==> src/rtl/ahbl_dmac_if.sv <==
`default_nettype none
// ============================================================================
//  Module   : ahbl_slv_if / ahbl_mst_if
//  Purpose  : AHB-Lite bus bundles used by the DMA controller.
//             ahbl_slv_if : register-access port (splitter -> DMA).
//               modport master : bus side (drives select/address/data).
//               modport slave  : DMA side (returns HREADYOUT/HRDATA).
//             ahbl_mst_if : DMA bus-master port plus arbiter request/grant.
//               modport master : DMA side (drives address/control/data).
//               modport slave  : fabric side (returns grant/ready/rdata).
//  Revision : 1.0  initial release
// ============================================================================
interface ahbl_slv_if;
  logic        HSEL;
  logic [31:0] HADDR;
  logic [1:0]  HTRANS;
  logic [2:0]  HSIZE;
  logic        HWRITE;
  logic        HREADY;
  logic [31:0] HWDATA;
  logic        HREADYOUT;
  logic [31:0] HRDATA;

  modport master (output HSEL, HADDR, HTRANS, HSIZE, HWRITE, HREADY, HWDATA,
                  input  HREADYOUT, HRDATA);
  modport slave  (input  HSEL, HADDR, HTRANS, HSIZE, HWRITE, HREADY, HWDATA,
                  output HREADYOUT, HRDATA);
endinterface

interface ahbl_mst_if;
  logic        HBUSREQ;
  logic        HGRANT;
  logic [31:0] HADDR;
  logic [1:0]  HTRANS;
  logic [2:0]  HSIZE;
  logic        HWRITE;
  logic [31:0] HWDATA;
  logic        HREADY;
  logic [31:0] HRDATA;

  modport master (output HBUSREQ, HADDR, HTRANS, HSIZE, HWRITE, HWDATA,
                  input  HGRANT, HREADY, HRDATA);
  modport slave  (input  HBUSREQ, HADDR, HTRANS, HSIZE, HWRITE, HWDATA,
                  output HGRANT, HREADY, HRDATA);
endinterface
`default_nettype wire

==> src/rtl/ahbl_dmac.sv <==
`default_nettype none
// ============================================================================
//  Module   : ahbl_dmac
//  Purpose  : Single-channel AHB-Lite DMA controller. Copies 32-bit words
//             from SRC to DST on its own master port, optionally paced by a
//             peripheral DREQ level, configured through an AHB-Lite slave.
//  Ports    : HCLK, HRESETn   clock / asynchronous active-low reset
//             s_ahb            register slave port (ahbl_slv_if.slave)
//             m_ahb            bus master port + HBUSREQ/HGRANT (ahbl_mst_if.master)
//             DREQ             peripheral data request (level)
//             IRQ              STATUS.DONE & CTRL.IRQ_EN
//  Registers: 0x00 SRC, 0x04 DST, 0x08 CTRL[4:0] = {IRQ_EN,DREQ_MODE,
//             DST_INC,SRC_INC,EN}, 0x0C COUNT, 0x10 STATUS = {DONE(W1C),BUSY}
//  Revision : 1.0  initial release
// ============================================================================
module ahbl_dmac #(
  parameter int CNT_W = 16
) (
  input  logic        HCLK,
  input  logic        HRESETn,
  ahbl_slv_if.slave   s_ahb,
  ahbl_mst_if.master  m_ahb,
  input  logic        DREQ,
  output logic        IRQ
);

  localparam logic [2:0] C_REG_SRC    = 3'd0;
  localparam logic [2:0] C_REG_DST    = 3'd1;
  localparam logic [2:0] C_REG_CTRL   = 3'd2;
  localparam logic [2:0] C_REG_COUNT  = 3'd3;
  localparam logic [2:0] C_REG_STATUS = 3'd4;
  localparam logic [1:0] C_TRANS_IDLE   = 2'b00;
  localparam logic [1:0] C_TRANS_NONSEQ = 2'b10;

  typedef enum logic [2:0] {
    ST_IDLE      = 3'd0,
    ST_WAIT_DREQ = 3'd1,
    ST_REQ       = 3'd2,
    ST_RD_A      = 3'd3,
    ST_RD_D      = 3'd4,
    ST_WR_A      = 3'd5,
    ST_WR_D      = 3'd6
  } state_t;

  state_t           r_state;
  logic [31:0]      r_src, r_dst, r_buf;
  logic [4:0]       r_ctrl;
  logic [CNT_W-1:0] r_count;
  logic             r_busy, r_done;
  // registered master-port outputs
  logic [31:0]      r_haddr, r_hwdata;
  logic [1:0]       r_htrans;
  logic             r_hwrite, r_hbusreq;
  // slave data-phase context latched in the address phase
  logic             r_dp_valid, r_dp_write;
  logic [2:0]       r_dp_reg;

  logic             w_wr_commit;
  logic [31:0]      w_rdata, w_src_next, w_dst_next;
  logic [CNT_W-1:0] w_count_dec;
  logic             w_unused;

  assign w_wr_commit = r_dp_valid & r_dp_write & s_ahb.HREADY;
  assign w_count_dec = r_count - 1'b1;
  assign w_src_next  = r_src + (r_ctrl[1] ? 32'd4 : 32'd0);
  assign w_dst_next  = r_dst + (r_ctrl[2] ? 32'd4 : 32'd0);
  // only word accesses at a 32-byte register window are decoded
  assign w_unused    = ^{s_ahb.HSIZE, s_ahb.HADDR[31:5], s_ahb.HADDR[1:0]};

  always_comb begin
    w_rdata = 32'h0;
    if (r_dp_valid && !r_dp_write) begin
      case (r_dp_reg)
        C_REG_SRC:    w_rdata = r_src;
        C_REG_DST:    w_rdata = r_dst;
        C_REG_CTRL:   w_rdata = 32'(r_ctrl);
        C_REG_COUNT:  w_rdata = 32'(r_count);
        C_REG_STATUS: w_rdata = {30'h0, r_done, r_busy};
        default:      w_rdata = 32'h0;
      endcase
    end
  end

  assign s_ahb.HREADYOUT = 1'b1;
  assign s_ahb.HRDATA    = w_rdata;
  assign m_ahb.HBUSREQ   = r_hbusreq;
  assign m_ahb.HADDR     = r_haddr;
  assign m_ahb.HTRANS    = r_htrans;
  assign m_ahb.HSIZE     = 3'b010;
  assign m_ahb.HWRITE    = r_hwrite;
  assign m_ahb.HWDATA    = r_hwdata;
  assign IRQ             = r_done & r_ctrl[4];

  // Register file and transfer FSM share one block: FSM assignments come
  // after the CPU write decode so hardware updates (DONE set, EN clear)
  // take priority over a same-cycle register write.
  always_ff @(posedge HCLK or negedge HRESETn) begin
    if (!HRESETn) begin
      r_state    <= ST_IDLE;
      r_src      <= 32'h0;
      r_dst      <= 32'h0;
      r_buf      <= 32'h0;
      r_ctrl     <= 5'h0;
      r_count    <= '0;
      r_busy     <= 1'b0;
      r_done     <= 1'b0;
      r_haddr    <= 32'h0;
      r_hwdata   <= 32'h0;
      r_htrans   <= C_TRANS_IDLE;
      r_hwrite   <= 1'b0;
      r_hbusreq  <= 1'b0;
      r_dp_valid <= 1'b0;
      r_dp_write <= 1'b0;
      r_dp_reg   <= 3'd0;
    end else begin
      if (s_ahb.HREADY) begin
        r_dp_valid <= s_ahb.HSEL & s_ahb.HTRANS[1];
        r_dp_write <= s_ahb.HWRITE;
        r_dp_reg   <= s_ahb.HADDR[4:2];
      end

      if (w_wr_commit) begin
        case (r_dp_reg)
          C_REG_SRC:   if (!r_busy) r_src <= s_ahb.HWDATA;
          C_REG_DST:   if (!r_busy) r_dst <= s_ahb.HWDATA;
          C_REG_COUNT: if (!r_busy) r_count <= s_ahb.HWDATA[CNT_W-1:0];
          C_REG_CTRL: begin
            if (r_busy) begin
              r_ctrl[0] <= s_ahb.HWDATA[0];
            end else begin
              r_ctrl <= s_ahb.HWDATA[4:0];
              r_busy <= s_ahb.HWDATA[0];
            end
          end
          C_REG_STATUS: if (s_ahb.HWDATA[1]) r_done <= 1'b0;
          default: ;
        endcase
      end

      case (r_state)
        ST_IDLE: begin
          if (r_busy) begin
            if (r_count == '0) begin
              r_done    <= 1'b1;
              r_busy    <= 1'b0;
              r_ctrl[0] <= 1'b0;
            end else if (!r_ctrl[0]) begin
              r_busy <= 1'b0;
            end else if (r_ctrl[3]) begin
              r_state <= ST_WAIT_DREQ;
            end else begin
              r_state   <= ST_REQ;
              r_hbusreq <= 1'b1;
            end
          end
        end
        // No bus transfer is outstanding in these two states, so an EN
        // clear can abort immediately.
        ST_WAIT_DREQ: begin
          if (!r_ctrl[0]) begin
            r_busy  <= 1'b0;
            r_state <= ST_IDLE;
          end else if (DREQ) begin
            r_state   <= ST_REQ;
            r_hbusreq <= 1'b1;
          end
        end
        ST_REQ: begin
          if (!r_ctrl[0]) begin
            r_busy    <= 1'b0;
            r_hbusreq <= 1'b0;
            r_state   <= ST_IDLE;
          end else if (m_ahb.HGRANT) begin
            r_state  <= ST_RD_A;
            r_haddr  <= r_src;
            r_htrans <= C_TRANS_NONSEQ;
            r_hwrite <= 1'b0;
          end
        end
        ST_RD_A: begin
          if (m_ahb.HREADY) begin
            r_state  <= ST_RD_D;
            r_htrans <= C_TRANS_IDLE;
          end
        end
        ST_RD_D: begin
          if (m_ahb.HREADY) begin
            r_buf    <= m_ahb.HRDATA;
            r_state  <= ST_WR_A;
            r_haddr  <= r_dst;
            r_htrans <= C_TRANS_NONSEQ;
            r_hwrite <= 1'b1;
          end
        end
        ST_WR_A: begin
          if (m_ahb.HREADY) begin
            r_state  <= ST_WR_D;
            r_htrans <= C_TRANS_IDLE;
            r_hwdata <= r_buf;
          end
        end
        ST_WR_D: begin
          if (m_ahb.HREADY) begin
            r_count  <= w_count_dec;
            r_src    <= w_src_next;
            r_dst    <= w_dst_next;
            r_hwrite <= 1'b0;
            if (w_count_dec == '0) begin
              r_done    <= 1'b1;
              r_ctrl[0] <= 1'b0;
              r_busy    <= 1'b0;
              r_hbusreq <= 1'b0;
              r_state   <= ST_IDLE;
            end else if (!r_ctrl[0]) begin
              r_busy    <= 1'b0;
              r_hbusreq <= 1'b0;
              r_state   <= ST_IDLE;
            end else if (r_ctrl[3]) begin
              r_hbusreq <= 1'b0;
              r_state   <= ST_WAIT_DREQ;
            end else begin
              r_state  <= ST_RD_A;
              r_haddr  <= w_src_next;
              r_htrans <= C_TRANS_NONSEQ;
            end
          end
        end
        default: r_state <= ST_IDLE;
      endcase
    end
  end

endmodule
`default_nettype wire

==> src/flat_wrapper.sv <==
// flat-port wrapper written by rule: the top's interface ports become plain ports
module ahbl_dmac_flat 
#(
  parameter int CNT_W = 16
)
  (HCLK, HRESETn, DREQ, IRQ, s_ahb_HSEL, s_ahb_HADDR, s_ahb_HTRANS, s_ahb_HSIZE, s_ahb_HWRITE, s_ahb_HREADY, s_ahb_HWDATA, s_ahb_HREADYOUT, s_ahb_HRDATA, m_ahb_HBUSREQ, m_ahb_HADDR, m_ahb_HTRANS, m_ahb_HSIZE, m_ahb_HWRITE, m_ahb_HWDATA, m_ahb_HGRANT, m_ahb_HREADY, m_ahb_HRDATA);
  ahbl_slv_if s_ahb_i ();
  ahbl_mst_if m_ahb_i ();
  input  logic HCLK;
  input  logic HRESETn;
  input  logic DREQ;
  output logic IRQ;
  input wire logic [$bits(s_ahb_i.HSEL)-1:0] s_ahb_HSEL;
  input wire logic [$bits(s_ahb_i.HADDR)-1:0] s_ahb_HADDR;
  input wire logic [$bits(s_ahb_i.HTRANS)-1:0] s_ahb_HTRANS;
  input wire logic [$bits(s_ahb_i.HSIZE)-1:0] s_ahb_HSIZE;
  input wire logic [$bits(s_ahb_i.HWRITE)-1:0] s_ahb_HWRITE;
  input wire logic [$bits(s_ahb_i.HREADY)-1:0] s_ahb_HREADY;
  input wire logic [$bits(s_ahb_i.HWDATA)-1:0] s_ahb_HWDATA;
  output wire logic [$bits(s_ahb_i.HREADYOUT)-1:0] s_ahb_HREADYOUT;
  output wire logic [$bits(s_ahb_i.HRDATA)-1:0] s_ahb_HRDATA;
  output wire logic [$bits(m_ahb_i.HBUSREQ)-1:0] m_ahb_HBUSREQ;
  output wire logic [$bits(m_ahb_i.HADDR)-1:0] m_ahb_HADDR;
  output wire logic [$bits(m_ahb_i.HTRANS)-1:0] m_ahb_HTRANS;
  output wire logic [$bits(m_ahb_i.HSIZE)-1:0] m_ahb_HSIZE;
  output wire logic [$bits(m_ahb_i.HWRITE)-1:0] m_ahb_HWRITE;
  output wire logic [$bits(m_ahb_i.HWDATA)-1:0] m_ahb_HWDATA;
  input wire logic [$bits(m_ahb_i.HGRANT)-1:0] m_ahb_HGRANT;
  input wire logic [$bits(m_ahb_i.HREADY)-1:0] m_ahb_HREADY;
  input wire logic [$bits(m_ahb_i.HRDATA)-1:0] m_ahb_HRDATA;
  assign s_ahb_i.HSEL = s_ahb_HSEL;
  assign s_ahb_i.HADDR = s_ahb_HADDR;
  assign s_ahb_i.HTRANS = s_ahb_HTRANS;
  assign s_ahb_i.HSIZE = s_ahb_HSIZE;
  assign s_ahb_i.HWRITE = s_ahb_HWRITE;
  assign s_ahb_i.HREADY = s_ahb_HREADY;
  assign s_ahb_i.HWDATA = s_ahb_HWDATA;
  assign s_ahb_HREADYOUT = s_ahb_i.HREADYOUT;
  assign s_ahb_HRDATA = s_ahb_i.HRDATA;
  assign m_ahb_HBUSREQ = m_ahb_i.HBUSREQ;
  assign m_ahb_HADDR = m_ahb_i.HADDR;
  assign m_ahb_HTRANS = m_ahb_i.HTRANS;
  assign m_ahb_HSIZE = m_ahb_i.HSIZE;
  assign m_ahb_HWRITE = m_ahb_i.HWRITE;
  assign m_ahb_HWDATA = m_ahb_i.HWDATA;
  assign m_ahb_i.HGRANT = m_ahb_HGRANT;
  assign m_ahb_i.HREADY = m_ahb_HREADY;
  assign m_ahb_i.HRDATA = m_ahb_HRDATA;
  ahbl_dmac #(.CNT_W(CNT_W)) u_core (.HCLK(HCLK), .HRESETn(HRESETn), .s_ahb(s_ahb_i), .m_ahb(m_ahb_i), .DREQ(DREQ), .IRQ(IRQ));
endmodule
==> config.mk <==
export PLATFORM = sky130hd
export DESIGN_NAME = ahbl_dmac_flat
export DESIGN_NICKNAME = d
export VERILOG_FILES = /design/src/rtl/ahbl_dmac_if.sv /design/src/rtl/ahbl_dmac.sv /design/src/flat_wrapper.sv
export SDC_FILE = /design/constraint.sdc
export NUM_CORES = 1
export LEC_CHECK = 0
export CAP_MARGIN = 15
export CORE_UTILIZATION = 60
export DETAILED_ROUTE_END_ITERATION = 8
export DONT_BUFFER_PORTS = 1
export PLACE_DENSITY = 0.77
export SYNTH_ARGS = -nofsm -noshare
export SYNTH_HDL_FRONTEND = slang
export SYNTH_SLANG_ARGS = --single-unit
==> constraint.sdc <==
create_clock -name HCLK -period 3.6 [get_ports HCLK]
set_clock_uncertainty 0.2 [all_clocks]
set_input_delay 0.36 -clock HCLK [delete_from_list [all_inputs] [get_ports HCLK]]
set_output_delay 0.36 -clock HCLK [all_outputs]
set_load 0.02 [all_outputs]
==> out/qor.csv, run 1 <==
metric,value,unit
status,"finished, violations left",
failing checks,"DRC, hold timing",
"Reg clk slew, reported paths",0.08,ns
total of max-cap violations,0,
Pwr Total,6.11,mW
FILL cells,1407,
cell count after synthesis,1221,
Reg2Reg Depth,9,
total clock sinks,194,
CP max stage delay,0.67,ns
routed wire length,31800,um
Final Setup Violations,0,
clk_lat worst skew,0.44,ns
total global-route track usage,0.335,
CP Capture Type,output port,
Yosys reg bits,194,
Worst R2R Setup Slack,0.51,ns
Crit Path Category,register to output port,
PortBufs,0,
die area,0.0194,mm2
Static Leak,5.58,nW
ant diodes,0,
area post-placement,0.0114,mm2
area growth from synthesis to layout,12.5,%
fin nets,1358,
R2R Path End,u_core.m_ahb.HADDR[1]$_DFFE_PN0P_,
final non-filler cell area,0.0127,mm2
initial DRC count,1107,
Post-DP HPWL,21300,um
RSZ-0062 raised after global routing,false,
Slew HR,0.414,
routed vias,9940,
minimum clock period,3.14,ns
largest net degree at the start of global routing,195,
CTS buffer count,17,
post-CTS sizing,0,
Setup TNS,0,ns
core area,0.0182,mm2
H-Tree Depth,4,
fin crit share,0.873,
Bufs on Longest Clock Path,2,
slowest cell on the critical path,nor2_1,
row count,49,
post-synth top area share,0.430,
crit-path cells,"buf_4, o21ai_0, nand3b_1, nor2_1",
Synth area leader,dfrtp_1,
synth unique cells,71,
fmax,318,MHz
RR Startpoint,u_core.r_count[0]$_DFF_PN0_,
synthesized area,0.0113,mm2
DR DRC count,12,
CP Max Fanout,22,
crit path DAT,2.58,ns
top-level port count,214,
layout cells sized above 1,0.154,
Synth Warn #,0,
final hold slack,-0.586,ns
cell with the most instances after synthesis,dfrtp_1,
worst vdd ir,0.000343,V
die extent in y,139,um
global-route wire length before repair,50500,um
origin of the worst setup path,u_core.r_dp_reg[1]$_DFFE_PN0P_,
max-slew violations,0,
post-route antenna net violation count,0,
initial core utilization,0.620,
Area contributors post-synth,"dfrtp_1, mux2_2, a21oi_1, nor2_1, o21ai_0",
GP Congestion,0.956,
Post-CTS Setup Inserts,0,
Root Buffer,clkbuf_16,
initial antenna violation count,0,
Worst Path Required,3.04,ns
Main synth FF type,dfrtp_1,
Hold Buf Count CTS,72,
aggregate global routing overflow,0,
Least-Margin Pin Slew,0.877,ns
number of global-route vias before repair,9227,
Hold Crit Class,input pin to async pin,
"EDFF count, synth",0,
ys async rst share,1.00,
Vias/cell,6.69,
worst path bufs/invs,1,
die span in x,139,um
final count of hold timing violations,194,
DRT Pass-1 Iters,9,
power per cell area,481,mW/mm2
Crit path max-delay family,simple AND/OR/NAND/NOR gates,
mean post-synth cell area,9.24,um2
wire per inst,21.4,um
Startpoint Class,register,
TritonCTS clock tree,yes,
Commonest cells post-synth,"dfrtp_1, nor2_1, a21oi_1, nand2_1, mux2_2",
post-synthesis sequential area ratio,0.430,
[per-stage QoR]
step           worst slack, ns  utilization  cells
3_5_place_dp             0.519        0.625   1381
5_1_grt                  0.278        0.697   1485
2_1_floorplan            0.781            -   1224
3_3_place_gp             0.581        0.625   1381
6_report                 0.456        0.697   1485
4_1_cts                  0.493        0.697   1485
[cell usage in the layout, fill, tap and decap left out, types with 7 or more instances in the layout]
cell type      count
a211o_1           13
a211oi_1          14
a21oi_1          114
a22oi_1           21
a2bb2oi_1          7
a31oi_1           14
and2_1            12
and3_1            13
and4_1             8
buf_4             25
clkbuf_16         17
dfrtp_1          193
dlygate4sd3_1     72
inv_1             32
mux2_2            81
mux2_4            16
mux2i_1           34
nand2_1           85
nand3_1           50
nand4_1           27
nor2_1           148
nor2b_1            9
nor3_1            14
o21ai_0           71
o221a_2           13
o22ai_1           33
[worst max-delay path by stage]
stage	end	slack, ns	depth (start not counted)
after global routing	s_ahb_HRDATA[31]	0.28	4
final	s_ahb_HRDATA[31]	0.46	4
after detailed placement	u_core.m_ahb.HADDR[1]$_DFFE_PN0P_	0.52	9
after CTS	s_ahb_HRDATA[31]	0.49	4
after floorplan	u_core.m_ahb.HADDR[10]$_DFFE_PN0P_	0.78	9
after global placement	u_core.m_ahb.HADDR[1]$_DFFE_PN0P_	0.58	9
[metal layers]
layer / track usage / routed length, um
met5: 0 / 0
met4: 0.117 / 845
met3: 0.0863 / 2990
met2: 0.540 / 15200
met1: 0.439 / 12800
[area by class of cell]
cell class / count / area, um2 / share of cell area
clock buffer: 18 / 439 / 0.0346
clock inverter: 14 / 161 / 0.0127
inverter: 32 / 120 / 0.00946
multi-input combinational: 899 / 5880 / 0.463
sequential: 194 / 4860 / 0.383
tap: 229 / 287 / 0.0226
timing repair buffer: 99 / 948 / 0.0747
[logic make-up after synthesis]
group | after synthesis | synth area share
flip-flops | 194 | 0.430
other | 2 | 0.000665
AO/OA/AOI/OAI | 337 | 0.189
buffers and inverters | 131 | 0.0504
adder cells (fa/ha/maj) | 6 | 0.00665
XOR/XNOR | 8 | 0.00621
AND/OR/NAND/NOR | 409 | 0.178
multiplexers | 134 | 0.138
[where the power goes]
part / internal [mW] / total, mW / switching, mW / leakage, nW
clock: 0.954 / 1.91 / 0.954 / 0.290
combinational: 0.566 / 1.14 / 0.575 / 2.79
sequential: 2.48 / 3.06 / 0.573 / 2.50
total: 4.00 / 6.11 / 2.10 / 5.58
No activity file was read; power rests on OpenSTA's default activity.
==> run 2, diff against run 1 <==
Settings changed: ABC_CLOCK_PERIOD_IN_PS from default to 3600, GPL_ROUTABILITY_DRIVEN from default to 0.
==> results of run 2 <==
No change in the layout: final DEF, timing and power equal those of run 1.
